[config.mk]
export PLATFORM = sky130hd
export DESIGN_NAME = scheme_sequencer_flat
export DESIGN_NICKNAME = d
export VERILOG_FILES = /design/src/rtl/scheme_sequencer_pkg.sv /design/src/rtl/scheme_sequencer_if.sv /design/src/rtl/scheme_sequencer_bit_timer.sv /design/src/rtl/scheme_sequencer.sv /design/src/flat_wrapper.sv
export SDC_FILE = /design/constraint.sdc
export NUM_CORES = 1
export LEC_CHECK = 0
export BUFFER_PORTS_ARGS = -buffer_cell sky130_fd_sc_hd__buf_2
export CELL_PAD_IN_SITES_DETAIL_PLACEMENT = 0
export CELL_PAD_IN_SITES_GLOBAL_PLACEMENT = 1
export CORE_ASPECT_RATIO = 1.75
export CORE_UTILIZATION = 44
export CTS_CLUSTER_DIAMETER = 100
export DETAILED_ROUTE_END_ITERATION = 10
export PLACE_DENSITY_LB_ADDON = 0.08
export SETUP_SLACK_MARGIN = 0.02
export SYNTH_ARGS = -nofsm -noshare
export SYNTH_HDL_FRONTEND = slang
export SYNTH_SLANG_ARGS = --single-unit
[constraint.sdc]
create_clock -name clock -period 4.8 [get_ports clock]
set_clock_uncertainty 0.05 [all_clocks]
set_input_delay 0.24 -clock clock [delete_from_list [all_inputs] [get_ports clock]]
set_output_delay 0.24 -clock clock [all_outputs]
set_load 0.01 [all_outputs]
[src/rtl/scheme_sequencer_pkg.sv]
// Shared constants, state encoding and timing helper for the scheme sequencer.
package scheme_sequencer_pkg;

    localparam logic [1:0] CTG_ABORT  = 2'b01;
    localparam logic [1:0] CTG_FLAG   = 2'b10;
    localparam logic [1:0] CTG_SCHEME = 2'b11;

    localparam int PER_W = 14;
    localparam int GAP_W = 11;
    localparam int IDX_W = 6;
    localparam int REP_W = 4;

    typedef enum logic [1:0] {
        ST_IDLE,
        ST_ARMED,
        ST_SEND,
        ST_GAP
    } state_t;

    // Bit hold time minus one, as loaded into the down-counter.
    function automatic logic [PER_W-1:0] bit_period_m1(input int base,
                                                       input logic [3:0] mult);
        return PER_W'(base * (int'(mult) + 1) - 1);
    endfunction

endpackage

[src/rtl/scheme_sequencer_if.sv]
// Demodulator-side message bus and tag modulation outputs.
interface scheme_sequencer_if #(
    parameter int NBITS = 48
);
    logic [1:0]       ord;
    logic [1:0]       ctg;
    logic [7:0]       cur_flag;
    logic [NBITS-1:0] cur_scheme;
    logic             pkt_start;
    logic             working;
    logic             mod_out;
    logic             busy;
    logic             seq_done;
    logic [7:0]       act_flag;
    logic             err_overrun;

    modport master (
        output ord, ctg, cur_flag, cur_scheme, pkt_start,
        input  working, mod_out, busy, seq_done, act_flag, err_overrun
    );

    modport slave (
        input  ord, ctg, cur_flag, cur_scheme, pkt_start,
        output working, mod_out, busy, seq_done, act_flag, err_overrun
    );
endinterface

[src/rtl/scheme_sequencer_bit_timer.sv]
// Loadable down-counter; tc_o is high once the loaded count has run out.
module bit_timer #(
    parameter int WIDTH = 14
) (
    input  logic             clk_i,
    input  logic             rst_i,
    input  logic             load_i,
    input  logic [WIDTH-1:0] val_i,
    output logic             tc_o
);
    logic [WIDTH-1:0] cnt_q;
    logic [WIDTH-1:0] cnt_d;

    always_comb begin
        cnt_d = cnt_q;
        if (load_i) begin
            cnt_d = val_i;
        end else if (cnt_q != '0) begin
            cnt_d = cnt_q - 1'b1;
        end
    end

    always_ff @(posedge clk_i) begin
        if (rst_i) begin
            cnt_q <= '0;
        end else begin
            cnt_q <= cnt_d;
        end
    end

    assign tc_o = (cnt_q == '0);
endmodule

[src/rtl/scheme_sequencer.sv]
// Latches flag/scheme messages from the demodulator and serialises the
// scheme onto the modulation line, one burst set per packet trigger.
module scheme_sequencer
    import scheme_sequencer_pkg::*;
#(
    parameter int BIT_CYCLES = 50,
    parameter int GAP_CYCLES = 500,
    parameter int NBITS      = 48
) (
    input logic               clock,
    input logic               reset,
    scheme_sequencer_if.slave bus
);
    state_t             state_q;
    logic [1:0]         last_ord_q;
    logic [7:0]         act_flag_q;
    logic [NBITS-1:0]   active_q;
    logic [NBITS-1:0]   pending_q;
    logic               scheme_valid_q;
    logic               pending_valid_q;
    logic [IDX_W-1:0]   bit_idx_q;
    logic [REP_W-1:0]   rep_q;
    logic               mod_q;
    logic               working_q;
    logic               done_q;
    logic               err_q;

    logic evt;
    logic ev_abort;
    logic ev_flag;
    logic ev_scheme;
    logic in_burst;
    logic start;
    logic bit_tc;
    logic gap_tc;
    logic bit_end;
    logic last_bit;
    logic consume;
    logic bit_load;
    logic gap_load;

    assign evt       = (bus.ord != last_ord_q);
    assign ev_abort  = evt && (bus.ctg == CTG_ABORT);
    assign ev_flag   = evt && (bus.ctg == CTG_FLAG);
    assign ev_scheme = evt && (bus.ctg == CTG_SCHEME);
    assign in_burst  = (state_q == ST_SEND) || (state_q == ST_GAP);
    assign start     = (state_q == ST_ARMED) && bus.pkt_start
                     && scheme_valid_q && !ev_abort;
    assign bit_end   = (state_q == ST_SEND) && bit_tc;
    assign last_bit  = bit_end && (bit_idx_q == '0);
    assign consume   = last_bit && (rep_q == '0) && pending_valid_q;
    assign bit_load  = start
                     || (bit_end && (bit_idx_q != '0))
                     || ((state_q == ST_GAP) && gap_tc);
    assign gap_load  = last_bit && (rep_q != '0);

    bit_timer #(.WIDTH(PER_W)) u_bit_timer (
        .clk_i  (clock),
        .rst_i  (reset),
        .load_i (bit_load),
        .val_i  (bit_period_m1(BIT_CYCLES, act_flag_q[3:0])),
        .tc_o   (bit_tc)
    );

    bit_timer #(.WIDTH(GAP_W)) u_gap_timer (
        .clk_i  (clock),
        .rst_i  (reset),
        .load_i (gap_load),
        .val_i  (GAP_W'(GAP_CYCLES - 1)),
        .tc_o   (gap_tc)
    );

    always_ff @(posedge clock) begin
        if (reset) begin
            state_q         <= ST_IDLE;
            last_ord_q      <= '0;
            act_flag_q      <= '0;
            active_q        <= '0;
            pending_q       <= '0;
            scheme_valid_q  <= 1'b0;
            pending_valid_q <= 1'b0;
            bit_idx_q       <= '0;
            rep_q           <= '0;
            mod_q           <= 1'b0;
            working_q       <= 1'b0;
            done_q          <= 1'b0;
            err_q           <= 1'b0;
        end else begin
            done_q     <= 1'b0;
            last_ord_q <= bus.ord;
            if (ev_flag) begin
                act_flag_q <= bus.cur_flag;
            end
            if (ev_abort) begin
                state_q         <= ST_IDLE;
                mod_q           <= 1'b0;
                working_q       <= 1'b0;
                scheme_valid_q  <= 1'b0;
                pending_valid_q <= 1'b0;
            end else begin
                unique case (state_q)
                    ST_IDLE: begin
                    end
                    ST_ARMED: begin
                        if (start) begin
                            state_q   <= ST_SEND;
                            bit_idx_q <= IDX_W'(NBITS - 1);
                            rep_q     <= act_flag_q[7:4];
                            mod_q     <= active_q[NBITS-1];
                            working_q <= 1'b1;
                        end
                    end
                    ST_SEND: begin
                        if (bit_end && (bit_idx_q != '0)) begin
                            bit_idx_q <= bit_idx_q - 1'b1;
                            mod_q     <= active_q[bit_idx_q - 1'b1];
                        end else if (gap_load) begin
                            rep_q   <= rep_q - 1'b1;
                            state_q <= ST_GAP;
                            mod_q   <= 1'b0;
                        end else if (last_bit) begin
                            state_q   <= ST_ARMED;
                            mod_q     <= 1'b0;
                            working_q <= 1'b0;
                            done_q    <= 1'b1;
                            if (pending_valid_q) begin
                                active_q        <= pending_q;
                                pending_valid_q <= 1'b0;
                            end
                        end
                    end
                    ST_GAP: begin
                        if (gap_tc) begin
                            state_q   <= ST_SEND;
                            bit_idx_q <= IDX_W'(NBITS - 1);
                            mod_q     <= active_q[NBITS-1];
                        end
                    end
                    default: state_q <= ST_IDLE;
                endcase
                // A trigger in the same clock keeps the old scheme on air.
                if (ev_scheme) begin
                    if (in_burst || start) begin
                        pending_q       <= bus.cur_scheme;
                        pending_valid_q <= 1'b1;
                        if (pending_valid_q && !consume) begin
                            err_q <= 1'b1;
                        end
                    end else begin
                        active_q       <= bus.cur_scheme;
                        scheme_valid_q <= 1'b1;
                        state_q        <= ST_ARMED;
                    end
                end
            end
        end
    end

    assign bus.mod_out     = mod_q;
    assign bus.working     = working_q;
    assign bus.busy        = working_q;
    assign bus.seq_done    = done_q;
    assign bus.act_flag    = act_flag_q;
    assign bus.err_overrun = err_q;
endmodule
[src/flat_wrapper.sv]
// flat-port wrapper written by rule: the top's interface ports become plain ports
module scheme_sequencer_flat import scheme_sequencer_pkg::*;
#(
    parameter int BIT_CYCLES = 50,
    parameter int GAP_CYCLES = 500,
    parameter int NBITS      = 48
)
  (clock, reset, bus_ord, bus_ctg, bus_cur_flag, bus_cur_scheme, bus_pkt_start, bus_working, bus_mod_out, bus_busy, bus_seq_done, bus_act_flag, bus_err_overrun);
  scheme_sequencer_if #(.NBITS(NBITS)) bus_i ();
  input logic clock;
  input logic reset;
  input wire logic [$bits(bus_i.ord)-1:0] bus_ord;
  input wire logic [$bits(bus_i.ctg)-1:0] bus_ctg;
  input wire logic [$bits(bus_i.cur_flag)-1:0] bus_cur_flag;
  input wire logic [$bits(bus_i.cur_scheme)-1:0] bus_cur_scheme;
  input wire logic [$bits(bus_i.pkt_start)-1:0] bus_pkt_start;
  output wire logic [$bits(bus_i.working)-1:0] bus_working;
  output wire logic [$bits(bus_i.mod_out)-1:0] bus_mod_out;
  output wire logic [$bits(bus_i.busy)-1:0] bus_busy;
  output wire logic [$bits(bus_i.seq_done)-1:0] bus_seq_done;
  output wire logic [$bits(bus_i.act_flag)-1:0] bus_act_flag;
  output wire logic [$bits(bus_i.err_overrun)-1:0] bus_err_overrun;
  assign bus_i.ord = bus_ord;
  assign bus_i.ctg = bus_ctg;
  assign bus_i.cur_flag = bus_cur_flag;
  assign bus_i.cur_scheme = bus_cur_scheme;
  assign bus_i.pkt_start = bus_pkt_start;
  assign bus_working = bus_i.working;
  assign bus_mod_out = bus_i.mod_out;
  assign bus_busy = bus_i.busy;
  assign bus_seq_done = bus_i.seq_done;
  assign bus_act_flag = bus_i.act_flag;
  assign bus_err_overrun = bus_i.err_overrun;
  scheme_sequencer #(.BIT_CYCLES(BIT_CYCLES), .GAP_CYCLES(GAP_CYCLES), .NBITS(NBITS)) u_core (.clock(clock), .reset(reset), .bus(bus_i));
endmodule
* After elaboration in Yosys (flattened, before gate mapping)
Cells that the tools add are included.
** Word-level totals
- Bits in registers :: 149
- Input port bits :: 63
- Logic and storage cells :: 130
** Operators by class
- Add/subtract/negate cells :: 6
- Multipliers :: 1
- Order comparisons :: 1
- Eq/ne operators :: 15
- Muxes and demuxes :: 46
- Bitwise operators :: 3
- Reductions and logical operators :: 42
** Operator list (count)
- 2-to-1 mux 48 bit :: 7
- multiplier 6 x 32 -> 13 bit (first input constant) :: 1
- 2-to-1 mux 14 bit :: 2
- 2-to-1 mux 6 bit :: 3
- 2-to-1 mux 9 bit :: 2
- case mux 6 bit (3 select lines) :: 1
- 2-to-1 mux 1 bit :: 16
- AND reduction 5 bit :: 3
- logical AND 1 bit :: 14
- zero test 14 bit :: 1
- 2-to-1 mux 2 bit :: 7
- nonzero test 14 bit :: 1
- subtractor 14 x 1 -> 14 bit (second input constant) :: 1
- subtractor 14 x 2 -> 14 bit (second input constant) :: 1
- 2-to-1 mux 4 bit :: 3
- zero test 11 bit :: 1
- nonzero test 11 bit :: 1
- subtractor 11 x 1 -> 11 bit (second input constant) :: 1
- equality test 2 bit (second input constant) :: 4
- != test 2 x 1 -> 1 bit (second input constant) :: 4
- case mux 4 bit (2 select lines) :: 1
- AND reduction 4 bit :: 2
- < comparator 6 x 7 -> 1 bit (second input constant) :: 1
- binary-select mux 1 bit (select 6 bit) :: 1
- other kinds (23) :: 35

* Logic depth before layout (Yosys ltp)
- Depth in word-level cells :: 9
- Gate-level depth with buffers :: 14
- Depth with buffers taken out :: 14

* By module
From an unflattened synthesis, not the netlist that was laid out.
** Second synthesis, totals
- Cells, all modules :: 974
- Area total of the unflattened synthesis :: 8067.7 µm²
** By module, submodules not included
- scheme_sequencer :: times used 1, cells an instance 793, area an instance 6553.8 µm², sequential area each 2482.4 µm²
- bit_timer at u_core.u_bit_timer :: times used 1, cells an instance 109, area an instance 887.1 µm², sequential area each 280.3 µm²
- bit_timer at u_core.u_gap_timer :: times used 1, cells an instance 72, area an instance 626.9 µm², sequential area each 220.2 µm²

* Least setup slack after synthesis
No wires, ideal clock.
- Path kind :: reg-to-reg
- From :: register u_core.act_flag_q[0] (netlist: u_core.bus.act_flag[0])
- To :: register u_core.u_bit_timer.cnt_q[13]
- Library setup time :: 0.070 ns
- Arrival :: 3.952 ns
- Required time :: 4.680 ns
- Slack :: 0.728 ns
- Cell stages (with the launch flop) :: 15
- Buffers on the path :: 1
- Cells stage by stage :: dfxtp_1 > clkbuf_1 > inv_1 > ha_1 > ha_1 > ha_1 > ha_1 > ha_1 > fa_1 > a21o_1 > a21oi_1 > xnor2_1 > or3_1 > or4_1 > a21oi_1
** On the way
- Cells in the longest elaborated chain, start to end :: 4
** Ends and longest elaborated chain
- start, declared :: RTL line scheme_sequencer.sv:16 : logic [7:0] act_flag_q;
- start signal, assigned :: RTL line scheme_sequencer.sv:92 : act_flag_q <= bus.cur_flag;
- adder 4 x 1 -> 5 bit :: RTL line scheme_sequencer_pkg.sv:23 : return PER_W'(base * (int'(mult) + 1) - 1);
- multiplier 6 x 32 -> 13 bit :: RTL line scheme_sequencer_pkg.sv:23
- subtractor 14 x 2 -> 14 bit :: RTL line scheme_sequencer_pkg.sv:23
- 2-to-1 mux 14 bit :: RTL line scheme_sequencer_bit_timer.sv:16 : if (load_i) begin
- end signal, assigned :: RTL line scheme_sequencer_bit_timer.sv:27 : cnt_q <= cnt_d;
- end, declared :: RTL line scheme_sequencer_bit_timer.sv:11 : logic [WIDTH-1:0] cnt_q;
No other way between the ends.
A chain may end at the register's enable or synchronous reset.

* Worst setup path in the final report
- From :: register u_core.act_flag_q[0] (netlist: u_core.bus.act_flag[0])
- To :: register u_core.u_bit_timer.cnt_q[12]
The elaborated chain is that of the path after synthesis.

==> metrics.cfg <==
[run_status]
outcome = finished clean

[synth]
yosys-top-cells-area = dfxtp_1 (38%), nand2_1 (7.7%), nor3_1 (6.5%)
yosysTopAreaCell = dfxtp_1
synth_area_per_cell_um2 = 7.89
syn_nets = 1086
synth_area_mm2 = 0.00786
netlist_instances = 997
ys_async_sr_fraction_pct = 0
synth-seq-cells = 149
synth_flop_cell = dfxtp_1
yosysWarnings = 0
synth_top_area_share_pct = 37.9
synth_edf_count = 0
ys_seq_area_share_pct = 37.9
yosys.cell_types.count = 61

[worst_setup_path]
worstSetupPathType = reg2reg
path_common_cell = ha_1
slowest_stage = or4b_1
worstSetupEndpointType = flop
cp.arrival_ns = 4.57
critPathMaxFanout = 10
worstPathRequired_ns = 5.11
worst-path-buf-inv = 1
cpPeakStageDelay_ns = 0.52
reg2regPathDepth = 14
crit_chain = ha_1 > xor2_1 > inv_1 > ha_1 > ha_1 > ha_1 > ha_1 > fa_1 > a21o_1 > a21oi_1 > xnor2_1 > or3_1 > or4b_1 > a21oi_1
worst-path-stages = 14
crit_family = adder cells
worstSetupStartpointType = flop

[die]
chipWidth_um = 103
die_area_mm2 = 0.0184
rows = 64
die_h_um = 179
start_util_pct = 45.0
core_region_area_mm2 = 0.0175
pin_count = 76

[detailed_routing]
via_count = 7224
wl_per_cell_um = 16.1
wl_mm = 21.0
antenna_left = 0
route.detailed.drc = 0
vias_per_cell = 5.52
firstDrtPassIters = 4
drt_iter0_markers = 284

[cells_and_area]
fin_util_pct = 52.7
final_nets = 1154
area_growth_pct = 17.0
num-fill-cells = 1866
n_antenna_cell = 0
layout-drive-gt1-share_pct = 13.0
final_cell_mix = nand2_1 (162), dfxtp_1 (149), nor2_1 (133), nor3_1 (101), a21oi_1 (86)
finish.instance_area_mm2 = 0.00920
layout_commonest_cell = nand2_1

[clock_network]
clk_pin_slew_ns = 0.06
cts_made_buffers = 17
clock_sink_count = 149
worstSkewPairLatency_ns = 0.43
cts_resized = 0
ctsRootBufferMaster = clkbuf_16
cts_tree = yes
clock_path_buffers = 2
htree_levels = 4

[sta]
finalSetupViolCount = 0
finalMaxSlewViolations = 0
fmax_ghz = 0.235
tns_ns = 0
fin_crit_sh_pct = 88.8
post-route-min-period_ns = 4.26
rsz0062_at_grt = no
tightestPinTransition_ns = 1.06
whs_ns = 0.0143
slew-limit-headroom_pct = 29.1
finalHoldViolCount = 0

[placement]
portBuffers = 75
placed_cell_area_mm2 = 0.00837
dp_hpwl_mm = 14.0
place_congestion = 0.798

[global_route]
grt_use_met2_pct = 46.2
gr-total-overflow = 0
grt_pass1_vias = 7094
grt_max_degree = 67
use_met1_pct = 25.6
grt_pass1_wl_mm = 34.4
antenna_found_initial = 0
top_usage_layer = met2
grtUsageMet3_pct = 3.78
grt_usage_pct = 24.3

[hold_path]
hold_class = in2reg
whs_path_depth = 3

[job]
maxCapViolations = 0

[power_and_ir_drop]
p_leak_nw = 3.59
powerDensity_mw_per_mm2 = 387
peakVddDrop_uv = 223

## sequential cells by signal, indices dropped and copies added (netlist names)
register and flops:
u_core.pending_valid_q 1, u_core.scheme_valid_q 1, u_core.bus.seq_done 1, u_core.bit_idx_q 6, u_core.bus.err_overrun 1, u_core.rep_q 4
u_core.bus.mod_out 1, u_core.pending_q 48, u_core.u_gap_timer.cnt_q 11, u_core.bus.act_flag 8, u_core.u_bit_timer.cnt_q 14, u_core.bus.busy 1
u_core.state_q 2, u_core.active_q 48, u_core.last_ord_q 2
## stage by stage
step	power, W	std cells	setup WS, ns
final	0.00356	1308	0.537
after global routing	0.00377	1308	0.256
after CTS	0.00360	1308	0.535
after detailed placement	0.00238	1245	0.565
after global placement	0.00238	1245	0.587
after floorplan	0.00216	997	0.728
## layout make-up
| cell class | count | area, µm² | area share, % |
|---|---|---|---|
| Inverter | 15 | 56.3 | 0.612 |
| Timing Repair Buffer | 119 | 788 | 8.57 |
| Clock inverter | 5 | 25.0 | 0.272 |
| Clock buffer | 26 | 489 | 5.32 |
| Tap cell | 231 | 289 | 3.14 |
| Sequential cell | 149 | 2980 | 32.4 |
| Multi-Input combinational cell | 763 | 4570 | 49.7 |
## report_power, final
part           internal (W)  switching [W]
Sequential          0.00134       0.000108
Clock              0.000694       0.000499
Combinational      0.000426       0.000498
## worst min-delay path: stages
cell and delay [ns]:
buf_2 0.10, nand2_1 0.05, a21oi_1 0.05
## cells in the mapped netlist, types with 8 or more instances
master,number
inv_1,15
clkbuf_1,54
nand2b_1,11
a211oi_1,11
mux4_2,12
o21ai_0,15
o31a_1,44
nand3_1,10
a21oi_1,86
xnor2_1,18
dfxtp_1,149
mux2i_1,14
nor2_1,134
and3_1,8
nor3_1,102
nand2_1,162
xor2_1,18
ha_1,25
## kinds of logic after synthesis
kind of cell | Yosys count | synth area share (%)
AO/OA/AOI/OAI | 193 | 16.1
adder cells (fa/ha/maj) | 26 | 4.23
AND/OR/NAND/NOR | 480 | 27.9
XOR/XNOR | 36 | 4.01
multiplexers | 28 | 5.51
buffers and inverters | 85 | 4.31
flip-flops | 149 | 37.9
## routing by layer
| metal | wire length, µm | vias up |
|---|---|---|
| met4 | 629 | 0 |
| met1 | 8450 | 3462 |
| met5 | 0 | - |
| li1 | - | 3623 |
| met2 | 11400 | 102 |
| met3 | 530 | 37 |
## path summary, 6_finish.rpt
check,start,to,slack [ns]
setup / recovery,u_core.bus.act_flag[0],u_core.u_bit_timer.cnt_q[12],0.54
hold / removal,bus_cur_scheme[4],u_core.pending_q[4],0.01
setup reg to reg,u_core.bus.act_flag[0],u_core.u_bit_timer.cnt_q[12],0.54
hold reg to reg,u_core.pending_q[19],u_core.pending_q[19],0.40
## timing repair
item | 4_1_cts | 5_1_grt
hold buffers | 32 | 0
setup buffers | 0 | 0
endpoints found under the hold margin | 32 | 0
(Power assumes the default switching activity.)
